`config.mk`:
```
export PLATFORM = sky130hd
export DESIGN_NAME = uart_rx
export DESIGN_NICKNAME = d
export VERILOG_FILES = /design/src/rtl/uart_rx.sv
export SDC_FILE = /design/constraint.sdc
export NUM_CORES = 1
export LEC_CHECK = 0
export BUFFER_PORTS_ARGS = -buffer_cell sky130_fd_sc_hd__buf_4
export CAP_MARGIN = 25
export CORE_MARGIN = 4
export CORE_UTILIZATION = 45
export CTS_CLUSTER_DIAMETER = 40
export DETAILED_ROUTE_END_ITERATION = 10
export SLEW_MARGIN = 20
export SYNTH_ARGS = -nofsm -noshare
export SYNTH_HDL_FRONTEND = slang
export SYNTH_SLANG_ARGS = --single-unit
```
`constraint.sdc`:
```
create_clock -name CLK -period 5 [get_ports CLK]
set_clock_uncertainty 0.1 [all_clocks]
set_input_delay 0.75 -clock CLK [delete_from_list [all_inputs] [get_ports CLK]]
set_output_delay 0.75 -clock CLK [all_outputs]
set_load 0.03 [all_outputs]
```
`src/rtl/uart_rx.sv`:
```
// uart_rx: oversampling UART receiver.
// Frame: start(0), width data bits LSB first, optional parity, one stop(1).
// Prescale (8/16/32, anything else means 8) and the parity setup are latched
// when the start bit is detected. The edge counter starts at 0 in the first
// START cycle; each bit is resolved at edge count Prescale/2 and acted on at
// edge count Prescale-1, so both sampling modes have the same latency.
// Optional build macro: UART_RX_MAJORITY_SAMPLE_EN selects 2-of-3 majority
// sampling at edge counts Prescale/2-1, Prescale/2 and Prescale/2+1.
module uart_rx #(
    parameter int width = 8
) (
    input  logic             CLK,
    input  logic             Reset,
    input  logic             RX_IN,
    input  logic [5:0]       Prescale,
    input  logic             Parity_EN,
    input  logic             Parity_type,
    output logic [width-1:0] P_DATA,
    output logic             Data_valid,
    output logic             Parity_error,
    output logic             Stop_error,
    output logic             Busy
);

    localparam int BW = (width > 1) ? $clog2(width) : 1;

    typedef enum logic [2:0] {IDLE, START, DATA, PARITY, STOP} state_t;

    state_t           state, state_next;
    logic [5:0]       presc_q, presc_sel, edge_cnt, half;
    logic [BW-1:0]    bit_cnt;
    logic             par_en_q, par_type_q;
    logic             armed, bit_val, par_bit;
    logic [width-1:0] shreg;
    logic             start_det, last_edge, last_bit, exp_par, parity_bad;

    assign start_det = (state == IDLE) && armed && !RX_IN;
    assign last_edge = (edge_cnt == presc_q - 6'd1);
    assign last_bit  = (bit_cnt == BW'(width - 1));
    assign half      = presc_q >> 1;
    assign exp_par    = par_type_q ? ~^shreg : ^shreg;
    assign parity_bad = par_en_q && (par_bit != exp_par);
    assign Busy       = (state != IDLE);

    // Map the oversampling ratio onto the legal set
    always_comb begin
        presc_sel = 6'd8;
        case (Prescale)
            6'd8, 6'd16, 6'd32: presc_sel = Prescale;
            default:            presc_sel = 6'd8;
        endcase
    end

    // State register
    always_ff @(posedge CLK or posedge Reset) begin
        if (Reset) state <= IDLE;
        else       state <= state_next;
    end

    // Next-state logic; transitions only at bit boundaries after leaving IDLE
    always_comb begin
        state_next = state;
        case (state)
            IDLE:    if (start_det) state_next = START;
            START:   if (last_edge) state_next = bit_val ? IDLE : DATA;
            DATA:    if (last_edge && last_bit) state_next = par_en_q ? PARITY : STOP;
            PARITY:  if (last_edge) state_next = STOP;
            STOP:    if (last_edge) state_next = IDLE;
            default: state_next = IDLE;
        endcase
    end

    // Edge/bit counters and frame configuration latched at start detection
    always_ff @(posedge CLK or posedge Reset) begin
        if (Reset) begin
            edge_cnt   <= '0;
            bit_cnt    <= '0;
            presc_q    <= 6'd8;
            par_en_q   <= 1'b0;
            par_type_q <= 1'b0;
        end else if (start_det) begin
            edge_cnt   <= '0;
            bit_cnt    <= '0;
            presc_q    <= presc_sel;
            par_en_q   <= Parity_EN;
            par_type_q <= Parity_type;
        end else if (state != IDLE) begin
            edge_cnt <= last_edge ? 6'd0 : edge_cnt + 6'd1;
            if (state == DATA && last_edge)
                bit_cnt <= last_bit ? '0 : bit_cnt + 1'b1;
        end else begin
            edge_cnt <= '0;
        end
    end

`ifdef UART_RX_MAJORITY_SAMPLE_EN
    logic smp0, smp1;

    // Majority vote over three mid-bit samples, resolved at Prescale/2+1
    always_ff @(posedge CLK or posedge Reset) begin
        if (Reset) begin
            smp0    <= 1'b0;
            smp1    <= 1'b0;
            bit_val <= 1'b0;
        end else if (state != IDLE) begin
            if (edge_cnt == half - 6'd1) smp0 <= RX_IN;
            if (edge_cnt == half)        smp1 <= RX_IN;
            if (edge_cnt == half + 6'd1)
                bit_val <= (smp0 & smp1) | (smp0 & RX_IN) | (smp1 & RX_IN);
        end
    end
`else
    // Single mid-bit sample at Prescale/2
    always_ff @(posedge CLK or posedge Reset) begin
        if (Reset)                                  bit_val <= 1'b0;
        else if (state != IDLE && edge_cnt == half) bit_val <= RX_IN;
    end
`endif

    // Armed flag, data shift register and received parity bit
    always_ff @(posedge CLK or posedge Reset) begin
        if (Reset) begin
            armed   <= 1'b0;
            shreg   <= '0;
            par_bit <= 1'b0;
        end else begin
            if (RX_IN) armed <= 1'b1;
            if (state == DATA && last_edge)   shreg   <= {bit_val, shreg[width-1:1]};
            if (state == PARITY && last_edge) par_bit <= bit_val;
        end
    end

    // Frame-end result: load data and pulse valid, or pulse the error flags
    always_ff @(posedge CLK or posedge Reset) begin
        if (Reset) begin
            P_DATA       <= '0;
            Data_valid   <= 1'b0;
            Parity_error <= 1'b0;
            Stop_error   <= 1'b0;
        end else begin
            Data_valid   <= 1'b0;
            Parity_error <= 1'b0;
            Stop_error   <= 1'b0;
            if (state == STOP && last_edge) begin
                Parity_error <= parity_bad;
                Stop_error   <= !bit_val;
                if (!parity_bad && bit_val) begin
                    P_DATA     <= shreg;
                    Data_valid <= 1'b1;
                end
            end
        end
    end

endmodule

```
==> results.md <==
- Final Max Tran Viols: 0
- Chip height: approximately 76 µm
- Largest net degree at the start of global routing: 43
- Xor/xnor share of the synthesized area: 0.1080
- Clk root buf: clkbuf_8
- Postcts setup bufs: 0
- Crit-path cells: nor3_1, inv_1, buf_4
- Post-CTS sizing: 0
- Max_cap viols: 0
- CTS clk-pin slew, worst paths: 70 ps
- H-tree depth: 2
- Bufs on Longest Clock Path: 2
- Area Growth Syn to Fin: 15.26%
- Horiz. Die Dim: 75.90 µm
- Post-synthesis sequential area ratio: 0.5072
- Hold_buf cts: 0
- CTS Buf Count: 5
- TritonCTS clock tree: yes
- Ys Warns: 0
- Nets: 223
- IO Count: 23
- GR Util All Layers: 0.1515
- Vias in the first global route: 1358
- Drt drc: 0
- First-pass GRT wire length: 6.451 mm
- Rows: 24
- Setup TNS Final: 0 ps
- Largest family of logic cells by synthesized area: simple AND/OR/NAND/NOR gates
- WS Path Type: reg -> out
- Syn_area_per_cell: about 11 µm²
- Largest stage delay, worst path: 750 ps
- CP Capture Type: primary output
- Tmin final: 2713 ps
- Initial Util: 0.4700
- Fillers: 388
- DRT Pass-1 Iters: 4
- Multiplexer area fraction after synthesis: 0.1128
- Unrepaired setup endpoints after global routing: false
- Placer Congestion: 0.7473
- LEAKAGE: 0.001132 µW
- Layout cell share with drive strength beyond 1: 0.2679
- Clock group share of total power: 0.262
- Starting DRT DRC Count: slightly below 90
- Final period util: 0.5425
- Clk sinks: 42
- Sw frac: 0.3351
- CP max stage cell: nor3_1
- Cell internal pwr: approximately 580 µW
- Synth Cell Area: 2074 µm²
- Gate power share: 0.251
- Crit path launch type: register
- Diode count: 0
- Worst path arrival time: 1860 ps
- Number of I/O port buffers: 22
- Most common cell after layout, fill and taps aside: dfrtp_1
- Power density cells: between 300 and 400 nW/µm²
- Fmax: 0.3686 GHz
- Post-route ant nets: 0
- Fin. Hold Viols: 0
- Yosys cell types: 39
- Status: finished, final reports clean
- Relative slew slack: 0.4134
- Simple-Gate Fraction of Synth Area: 0.1345
- DRT Wirelength: roughly 4 mm
- Die ar.: 5760 µm²
- Peak supply drop: between 0.0002 and 0.0003 V
- P_sw: 291.5 µW
- Routed len/inst: 14.96 µm
- CORE AREA: 4414 µm²
- Worst Tran Pin Value: 873.2 ps
- Placed Instance Area: 2296 µm²
- Syn Nets: slightly below 200
- Power share of the sequential group: 0.488
- HPWL Detailed: 2.842 mm
- GRT overflow: 0
- Crit Path Max Fanout: 8
- Design Area, Final: 2391 µm²
- Most frequent cells in the layout: dfrtp_1, buf_4, mux2_2, xnor2_1, nand2_1
- Area share of fa/ha/maj cells after synthesis: 0.02413
- Worst-Skew Late Latency: about 300 ps
- Final Setup Violations: 0
- Vias per std cell: between 5 and 6
- Critical Path RT: 4150 ps
- Via count: approximately 1400
- Hold/Removal Path Class: reg -> reg
- Post-synthesis compound-gate area fraction: 0.08745
- Gate Count Post-Synth: between 150 and 200
- Number of synthesized register bits: 42
- Initial antenna violation count: 0
==> synth_stat cells <==
cell type | count | area, µm²
ha_1 | 4 | 50.05
dfrtp_1 | 41 | 1026
clkbuf_1 | 3 | 11.26
xor2_1 | 8 | 70.07
nand3_1 | 3 | 15.01
o21ai_0 | 4 | 20.02
o22a_2 | 1 | 10.01
o311a_2 | 1 | 11.26
o22ai_1 | 1 | 6.260
a2111oi_4 | 1 | 27.53
xnor2_1 | 15 | 131.4
nand2b_1 | 1 | 6.260
dfstp_2 | 1 | 26.28
or2_2 | 2 | 12.51
nand2_1 | 13 | 48.80
nor3b_1 | 3 | 22.52
a21oi_1 | 4 | 20.02
xnor3_1 | 1 | 22.52
o2111a_1 | 1 | 11.26
o41ai_1 | 2 | 17.52
or3_1 | 1 | 6.260
nand4_1 | 3 | 18.77
and2_1 | 2 | 12.51
o32ai_1 | 1 | 8.760
or4_1 | 1 | 7.510
nor3_1 | 9 | 45.04
mux2i_1 | 2 | 20.02
o21a_1 | 1 | 7.510
nor2_1 | 10 | 37.54
a211oi_1 | 1 | 7.510
mux2_2 | 19 | 214.0
o2111ai_1 | 1 | 8.760
nor4_1 | 3 | 18.77
nand3b_1 | 2 | 15.01
a21boi_0 | 1 | 7.510
buf_2 | 1 | 5.000
a2111oi_0 | 2 | 17.52
inv_1 | 10 | 37.54
and3_1 | 2 | 12.51
==> cell families after synthesis <==
kind of cell / Yosys count
buf+inv: 14
mux: 21
xor+xnor: 24
compound gates: 22
fa+ha+maj: 4
simple gates: 55
flops: 42
==> layer usage <==
layer / routed length (µm) / share of wire / vias up / global-route usage
met2: 1628 / 0.42 / 35 / 0.2044
met4: 51 / 0.013 / 0 / 0.04660
met1: 2006 / 0.51 / 696 / 0.2275
met3: 220 / 0.056 / 6 / 0.05145
met5: 0 / 0 / - / 0
li1: - / - / 697 / -
==> flip-flops by register name (all words and copies together) (netlist names) <==
| signal | flops |
|---|---|
| Data_valid | 1 |
| P_DATA | 8 |
| Parity_error | 1 |
| Stop_error | 1 |
| armed | 1 |
| bit_cnt | 3 |
| bit_val | 1 |
| edge_cnt | 6 |
| par_bit | 1 |
| par_en_q | 1 |
| par_type_q | 1 |
| presc_q | 6 |
| shreg | 8 |
| state | 3 |
==> area by class of cell <==
cell class,count,area (µm²),share of cell area
sequential,42,1052,0.4401
clock inverter,2,12.51,0.005233
timing repair buffer,23,172.7,0.07221
multi-input combinational,126,968.4,0.4050
clock buffer,6,82.58,0.03454
inverter,10,37.54,0.01570
tap,52,65.06,0.02721
==> worst paths after layout <==
path	startpoint	endpoint	slack, ps	depth (start not counted)
worst max-delay path	state[1]$_DFFE_PP0P_	Busy	2290	3
worst min-delay path	armed$_DFFE_PP0P_	armed$_DFFE_PP0P_	390	1
worst max register to register	presc_q[0]$_DFFE_PP0P_	P_DATA[2]$_DFFE_PP0P_	2330	7
worst min register to register	armed$_DFFE_PP0P_	armed$_DFFE_PP0P_	390	1
max in group asynchronous	Reset	presc_q[3]$_DFFE_PP1P_	3960	3
min in group asynchronous	Reset	par_en_q$_DFFE_PP0P_	480	3
==> metrics by stage <==
step                hold WS [ps]  worst slack (ps)  total power (µW)  std cells  utilization
finish                     389.3              2287             869.9        261       0.5417
global route               422.1              2089             924.0        261       0.5417
CTS                        393.4              2271             878.0        261       0.5417
detailed placement         370.6              2292             648.7        253       0.5201
global placement           373.3              2412             642.4        253       0.5201
floorplan                  354.7              2651             590.1        182            -
==> power by group through the flow <==
stage	clock network (µW)	registers (µW)	logic (µW)
6_report	227	424	218
5_1_grt	247	431	247
4_1_cts	235	424	220
3_5_place_dp	0	430	218
3_3_place_gp	0	430	213
2_1_floorplan	0	412	178
==> critical path, delay by kind of cell, from the launching register on <==
kind,cells,cell delay [ps]
and+or+nand+nor,1,750
DFF,1,460
buffers and inverters,2,360
No activity file was read; power rests on OpenSTA's default activity.
